File: src/rtl/muldiv_unit_pkg.sv
// Shared types and constants for the iterative RV32M multiply/divide unit.
package muldiv_pkg;

  typedef enum logic [2:0] {
    MUL    = 3'b000,
    MULH   = 3'b001,
    MULHSU = 3'b010,
    MULHU  = 3'b011,
    DIV    = 3'b100,
    DIVU   = 3'b101,
    REM    = 3'b110,
    REMU   = 3'b111
  } muldiv_op;

  typedef enum logic [1:0] {
    IDLE,
    CALC,
    DONE
  } muldiv_state;

  localparam int unsigned MULDIV_ITER = 32;

  function automatic logic op_is_div(input muldiv_op op);
    return op[2];
  endfunction

  function automatic logic op_a_signed(input muldiv_op op);
    return op inside {MUL, MULH, MULHSU, DIV, REM};
  endfunction

  function automatic logic op_b_signed(input muldiv_op op);
    return op inside {MUL, MULH, DIV, REM};
  endfunction

endpackage

File: src/rtl/muldiv_unit_if.sv
// Execute-stage request/response bundle between the pipeline and muldiv_unit.
interface muldiv_unit_if
  import muldiv_pkg::*;
#(
  parameter int unsigned DATA_WIDTH = 32
);
  logic                  start;
  muldiv_op              MulDivOp;
  logic [DATA_WIDTH-1:0] SrcA;
  logic [DATA_WIDTH-1:0] SrcB;
  logic                  flush;
  logic                  busy;
  logic                  done;
  logic [DATA_WIDTH-1:0] Result;

  modport master (
    output start, MulDivOp, SrcA, SrcB, flush,
    input  busy, done, Result
  );

  modport slave (
    input  start, MulDivOp, SrcA, SrcB, flush,
    output busy, done, Result
  );
endinterface

File: src/rtl/muldiv_unit_div_step.sv
// One combinational restoring-division step: shift in the next dividend bit, trial-subtract.
module div_step #(
  parameter int unsigned W = 32
) (
  input  logic [W-1:0] rem,
  input  logic [W-1:0] quot,
  input  logic [W-1:0] divisor,
  output logic [W-1:0] rem_next,
  output logic [W-1:0] quot_next
);
  logic [W:0] shifted;
  logic [W:0] diff;

  // rem < divisor always holds, so a set diff[W] means the trial subtraction went negative.
  always_comb begin
    shifted   = {rem, quot[W-1]};
    diff      = shifted - {1'b0, divisor};
    rem_next  = diff[W] ? shifted[W-1:0] : diff[W-1:0];
    quot_next = {quot[W-2:0], ~diff[W]};
  end
endmodule

File: src/rtl/muldiv_unit.sv
// Iterative RV32M multiply/divide unit (radix-2, DATA_WIDTH steps per op).
// Define MULDIV_FAST_MUL_EN for a single-cycle combinational multiplier.
module muldiv_unit
  import muldiv_pkg::*;
#(
  parameter int unsigned DATA_WIDTH = MULDIV_ITER
) (
  input logic           clk,
  input logic           rst,
  muldiv_unit_if.slave  bus
);
  localparam int unsigned W  = DATA_WIDTH;
  localparam int unsigned CW = $clog2(W);

  muldiv_state    state_q, state_d;
  muldiv_op       op_q;
  logic           sa_q, sb_q;
  logic [W-1:0]   opnd_q;
  logic [W-1:0]   result_q;
  logic [2*W-1:0] acc_q;
  logic [CW-1:0]  cnt_q;

  logic           a_neg, b_neg, div_zero, div_ovf, fast, accept, last;
  logic [W-1:0]   mag_a, mag_b;
  logic [W:0]     mul_sum;
  logic [2*W-1:0] mul_next, prod_fix;
  logic [W-1:0]   rem_next, quot_next, quo_fix, rem_fix, fin;

  always_comb begin
    a_neg    = op_a_signed(bus.MulDivOp) & bus.SrcA[W-1];
    b_neg    = op_b_signed(bus.MulDivOp) & bus.SrcB[W-1];
    mag_a    = a_neg ? -bus.SrcA : bus.SrcA;
    mag_b    = b_neg ? -bus.SrcB : bus.SrcB;
    div_zero = op_is_div(bus.MulDivOp) && (bus.SrcB == '0);
    div_ovf  = op_is_div(bus.MulDivOp) && op_b_signed(bus.MulDivOp) &&
               (bus.SrcA == {1'b1, {(W-1){1'b0}}}) && (bus.SrcB == '1);
`ifdef MULDIV_FAST_MUL_EN
    fast     = ~op_is_div(bus.MulDivOp);
`else
    fast     = 1'b0;
`endif
    accept   = (state_q == IDLE) && bus.start && !bus.flush;
    last     = (cnt_q == CW'(W-1));
  end

`ifdef MULDIV_FAST_MUL_EN
  logic [2*W-1:0] fast_prod;
  always_comb fast_prod = {{W{1'b0}}, mag_a} * {{W{1'b0}}, mag_b};
`endif

  // Multiply: multiplier sits in the low half and is consumed LSB-first as the product shifts in.
  always_comb begin
    mul_sum  = {1'b0, acc_q[2*W-1:W]} + (acc_q[0] ? {1'b0, opnd_q} : '0);
    mul_next = {mul_sum, acc_q[W-1:1]};
  end

  div_step #(.W(W)) u_div_step (
    .rem       (acc_q[2*W-1:W]),
    .quot      (acc_q[W-1:0]),
    .divisor   (opnd_q),
    .rem_next  (rem_next),
    .quot_next (quot_next)
  );

  // Special cases preload acc with the final value and clear the sign flags, so fix-up is a no-op.
  always_comb begin
    prod_fix = (sa_q ^ sb_q) ? -acc_q : acc_q;
    quo_fix  = (sa_q ^ sb_q) ? -acc_q[W-1:0] : acc_q[W-1:0];
    rem_fix  = sa_q ? -acc_q[2*W-1:W] : acc_q[2*W-1:W];
    case (op_q)
      MUL:                  fin = prod_fix[W-1:0];
      MULH, MULHSU, MULHU:  fin = prod_fix[2*W-1:W];
      DIV, DIVU:            fin = quo_fix;
      default:              fin = rem_fix;
    endcase
  end

  always_comb begin
    state_d = state_q;
    case (state_q)
      IDLE:    if (accept) state_d = (div_zero || div_ovf || fast) ? DONE : CALC;
      CALC:    if (bus.flush) state_d = IDLE;
               else if (last) state_d = DONE;
      DONE:    state_d = IDLE;
      default: state_d = IDLE;
    endcase
  end

  always_ff @(posedge clk or posedge rst) begin
    if (rst) begin
      state_q  <= IDLE;
      op_q     <= MUL;
      sa_q     <= 1'b0;
      sb_q     <= 1'b0;
      opnd_q   <= '0;
      result_q <= '0;
      acc_q    <= '0;
      cnt_q    <= '0;
    end else begin
      state_q <= state_d;
      case (state_q)
        IDLE: begin
          if (accept) begin
            op_q  <= bus.MulDivOp;
            cnt_q <= '0;
            if (div_zero) begin
              sa_q  <= 1'b0;
              sb_q  <= 1'b0;
              acc_q <= {bus.SrcA, {W{1'b1}}};
            end else if (div_ovf) begin
              sa_q  <= 1'b0;
              sb_q  <= 1'b0;
              acc_q <= {{W{1'b0}}, bus.SrcA};
            end else begin
              sa_q   <= a_neg;
              sb_q   <= b_neg;
              opnd_q <= op_is_div(bus.MulDivOp) ? mag_b : mag_a;
`ifdef MULDIV_FAST_MUL_EN
              if (fast) acc_q <= fast_prod;
              else
`endif
              acc_q  <= {{W{1'b0}}, op_is_div(bus.MulDivOp) ? mag_a : mag_b};
            end
          end
        end
        CALC: begin
          acc_q <= op_is_div(op_q) ? {rem_next, quot_next} : mul_next;
          cnt_q <= cnt_q + 1'b1;
        end
        DONE:    if (!bus.flush) result_q <= fin;
        default: ;
      endcase
    end
  end

  // Result is presented during the done cycle and committed on leaving DONE, so a flush there leaves it untouched.
  always_comb begin
    bus.busy   = (state_q == CALC);
    bus.done   = (state_q == DONE) && !bus.flush;
    bus.Result = bus.done ? fin : result_q;
  end
endmodule

File: src/flat_wrapper.sv
// flat-port wrapper written by rule: the top's interface ports become plain ports
module muldiv_unit_flat import muldiv_pkg::*;
#(
  parameter int unsigned DATA_WIDTH = MULDIV_ITER
)
  (clk, rst, bus_start, bus_MulDivOp, bus_SrcA, bus_SrcB, bus_flush, bus_busy, bus_done, bus_Result);
  muldiv_unit_if #(.DATA_WIDTH(DATA_WIDTH)) bus_i ();
  input logic clk;
  input logic rst;
  input wire logic [$bits(bus_i.start)-1:0] bus_start;
  input wire logic [$bits(bus_i.MulDivOp)-1:0] bus_MulDivOp;
  input wire logic [$bits(bus_i.SrcA)-1:0] bus_SrcA;
  input wire logic [$bits(bus_i.SrcB)-1:0] bus_SrcB;
  input wire logic [$bits(bus_i.flush)-1:0] bus_flush;
  output wire logic [$bits(bus_i.busy)-1:0] bus_busy;
  output wire logic [$bits(bus_i.done)-1:0] bus_done;
  output wire logic [$bits(bus_i.Result)-1:0] bus_Result;
  assign bus_i.start = bus_start;
  assign bus_i.MulDivOp = bus_MulDivOp;
  assign bus_i.SrcA = bus_SrcA;
  assign bus_i.SrcB = bus_SrcB;
  assign bus_i.flush = bus_flush;
  assign bus_busy = bus_i.busy;
  assign bus_done = bus_i.done;
  assign bus_Result = bus_i.Result;
  muldiv_unit #(.DATA_WIDTH(DATA_WIDTH)) u_core (.clk(clk), .rst(rst), .bus(bus_i));
endmodule
File: config.mk
export PLATFORM = sky130hd
export DESIGN_NAME = muldiv_unit_flat
export DESIGN_NICKNAME = d
export VERILOG_FILES = /design/src/rtl/muldiv_unit_pkg.sv /design/src/rtl/muldiv_unit_if.sv /design/src/rtl/muldiv_unit_div_step.sv /design/src/rtl/muldiv_unit.sv /design/src/flat_wrapper.sv
export SDC_FILE = /design/constraint.sdc
export NUM_CORES = 1
export LEC_CHECK = 0
export CORE_AREA = 2 2 145 252
export CTS_CLUSTER_DIAMETER = 120
export DETAILED_ROUTE_END_ITERATION = 8
export DIE_AREA = 0 0 147 254
export PLACE_DENSITY = 0.67
export SLEW_MARGIN = 20
export SYNTH_ARGS = -nofsm -noshare
export SYNTH_HDL_FRONTEND = slang
export SYNTH_HIERARCHICAL = 1
export SYNTH_SLANG_ARGS = --single-unit
File: constraint.sdc
create_clock -name clk -period 13.6 [get_ports clk]
set_input_delay 2.72 -clock clk [delete_from_list [all_inputs] [get_ports clk]]
set_output_delay 2.72 -clock clk [all_outputs]
set_load 0.01 [all_outputs]
==> metrics.md <==
| Metric | Value |
|---|---|
| DIE HEIGHT | `254 µm` |
| Tcrit/Tclk final | `0.586` |
| Starting DRC count in detailed routing | `roughly 1600` |
| Post-CTS Hold Fix Bufs | `0` |
| Setup crit start kind | `input pin` |
| Synth Flop Type | `dfrtp_1` |
| Commonest non-fill, non-tap cells in the layout | `nand2_1 (211), o21ai_0 (161), nor2_1 (143)` |
| Top area cells in the synthesized netlist | `dfrtp_1 (22%), ha_1 (5.7%), xnor2_1 (5.6%), o21ai_0 (5.1%), nand2_1 (5.1%)` |
| Synth cell types | `97` |
| Antenna viol nets, final | `0` |
| Vias per cell | `6.66` |
| CTS HTree Levels | `4` |
| Nature of the critical path endpoint | `output pin` |
| Worst ir drop on vdd | `159 µV` |
| Layout net count | `2173` |
| Layout cells sized above 1 | `0.0706` |
| PwrDens | `242 mW/mm²` |
| End of the critical path | `bus_Result[0]` |
| Critical path origin | `bus_flush` |
| Reg2Reg Depth | `16` |
| Fin. max-slew vios | `0` |
| Placer congestion estimate | `1.03` |
| Post-synth top area cell | `dfrtp_1` |
| Total setup buffers inserted after CTS | `0` |
| Synth Instances | `~2000` |
| Cts bufs inserted | `17` |
| Initial Util | `0.444` |
| Clock sinks | `140` |
| Maximum clock frequency | `126 MHz` |
| Detailed Route WL | `64000 µm` |
| Site Rows | `~90` |
| DR vias | `16700` |
| Detailed placement HPWL | `49100 µm` |
| Avg Cell Area, Syn | `7.70 µm²` |
| Port bufs | `104` |
| Setup TNS | `0 ns` |
| Mapped cell area | `0.0157 mm²` |
| Top-area cell type share of the netlist area | `0.223` |
| Pin count of the biggest net entering global routing | `96` |
| Kind of critical path | `input pin to output pin` |
| Die X | `roughly 150 µm` |
| CTS root buf | `clkbuf_16` |
| Area growth syn-to-layout | `10.6%` |
| CTS resizes | `0` |
| Core box area | `0.0353 mm²` |
| Final min period | `7.97 ns` |
| RSZ-0062 raised after global routing | `no` |
| Seq/Total Area, Yosys | `0.223` |
| WL/cell | `roughly 26 µm` |
| Die area | `0.0373 mm²` |
| Number of synthesized flops with an enable pin | `0` |
| Setup WS post-layout | `5.63 ns` |
| Number of global-route vias before repair | `15900` |
| Clock latency on the worst-skew pair | `around 0.46 ns` |
| Flop2flop setup slack | `a little under 9 ns` |
| # DRC | `0` |
| Tightest Pin Transition | `~1.1 ns` |
| Commonest non-fill, non-tap cell in the layout | `nand2_1` |
| Slew HR | `0.260` |
| Seq cells post-synth | `140` |
| Max_cap viols | `0` |
| CTS tree | `done` |
| Global Route Usage Sum | `0.335` |
| Hold Path Class | `flop to flop` |
| Yosys warning count | `6` |
| Fill count | `between 3000 and 4000` |
| Final setup viols | `0` |
| Initial antenna violation count | `3` |
| Clock Skew | `0.0111 ns` |
| Boundary Pins | `105` |
| Overflow after GRT | `0` |
| Reg clk slew, reported paths | `0.06 ns` |
| Leakage power | `0.00691 µW` |
| CP Max Fanout | `around 50` |
| FF-to-FF End | `u_core/acc_q[54]$_DFFE_PP0P_` |
| R2R Path Start | `u_core/acc_q[31]$_DFFE_PP0P_` |
| Final Hold Viols | `0` |
| Status | `complete, no violations` |
| Asr flop ratio synth | `1.00` |
| Req. time, crit path | `10.88 ns` |
| Critical Path AT | `5.25 ns` |
| Clock Tree Buf Depth | `2` |
| Drt first pass iters | `6` |
| Pre-CTS WS | `5.65 ns` |
| First-pass GRT wire length | `94900 µm` |
| Post-synth net total | `2182` |
registers in the layout (all words and copies together) (netlist names):
register / count
u_core/acc_q: 64
u_core/opnd_q: 32
u_core/result_q: 32
u_core/cnt_q: 5
u_core/op_q: 3
u_core/state_q: 2
u_core/sa_q: 1
u_core/sb_q: 1
routing by layer:
metal / share of wire / global-route usage / vias to the layer above
li1: - / - / 7487
met1: 0.35 / 0.361 / 7946
met2: 0.48 / 0.568 / 963
met3: 0.078 / 0.0648 / 307
met4: 0.092 / 0.277 / 2
met5: 0.00020 / 0 / -
worst max-delay path: stages:
cell             delay, ns
clkdlybuf4s50_1       0.48
nor2_1                0.16
nand2_1               0.09
buf_4                 0.28
inv_1                 0.41
o21ai_0               0.17
o31ai_1               0.30
clkdlybuf4s50_1       0.60
how the worst min path moves through the flow:
stage | slack [ns] | cells after the start | startpoint | endpoint
floorplan | 0.45 | 1 | u_core/cnt_q[3]$_DFFE_PP0P_ | u_core/cnt_q[3]$_DFFE_PP0P_
global placement | 0.47 | 2 | u_core/result_q[5]$_DFFE_PP0P_ | u_core/result_q[5]$_DFFE_PP0P_
detailed placement | 0.46 | 2 | u_core/result_q[5]$_DFFE_PP0P_ | u_core/result_q[5]$_DFFE_PP0P_
CTS | 0.48 | 2 | u_core/result_q[5]$_DFFE_PP0P_ | u_core/result_q[5]$_DFFE_PP0P_
global route | 0.50 | 2 | u_core/result_q[17]$_DFFE_PP0P_ | u_core/result_q[17]$_DFFE_PP0P_
finish | 0.47 | 2 | u_core/result_q[5]$_DFFE_PP0P_ | u_core/result_q[5]$_DFFE_PP0P_
cell type report:
| class | count | area, µm² | area share |
|---|---|---|---|
| multi-input combinational | 1666 | 11100 | 0.640 |
| sequential | 140 | 3500 | 0.202 |
| timing repair buffer | 134 | 1260 | 0.0727 |
| tap | 465 | 582 | 0.0335 |
| clock buffer | 18 | 439 | 0.0253 |
| inverter | 70 | 275 | 0.0159 |
| clock inverter | 13 | 189 | 0.0109 |
| antenna | 1 | 2.50 | 0.000144 |
kinds of logic after synthesis:
kind of cell	count (synthesis)	share of synthesized area
AOI/OAI and AO/OA	650	0.270
xor gates and xnor gates	185	0.103
adders and majority gates	73	0.0592
buffers and inverters	232	0.0707
DFF	140	0.223
muxes	77	0.0576
and+or+nand+nor	681	0.216
stage by stage:
step	cells	hold slack (ns)	util	total power [µW]	area (µm²)
2_1_floorplan	2038	0.449	-	2880	15700
3_3_place_gp	2475	0.466	0.474	3550	16700
3_5_place_dp	2475	0.462	0.474	3580	16700
4_1_cts	2506	0.476	0.492	4120	17400
5_1_grt	2507	0.504	0.492	4430	17400
6_report	2507	0.471	0.492	4200	17400
cells in the mapped netlist (all sizes together), types with 17 or more instances:
cell type  number
a21o           31
and2           49
or3            17
nor2          144
a221oi         29
buf            54
and3           17
nor3           58
a211oi         29
o211ai         19
dfrtp         140
a21oi         142
nor4           28
ha             71
mux2i          38
a31oi          54
nand2         212
clkbuf        106
xor2           84
mux2           39
nand3          48
o22ai          17
o21ai         165
nand4          29
xnor2         101
inv            69
o31ai          45
power breakdown:
group / internal [µW] / switching [µW]
registers: 577 / 345
clock network: 312 / 207
logic: 1180 / 1570
total: 2070 / 2120
Power figures use the tool's default switching activity.
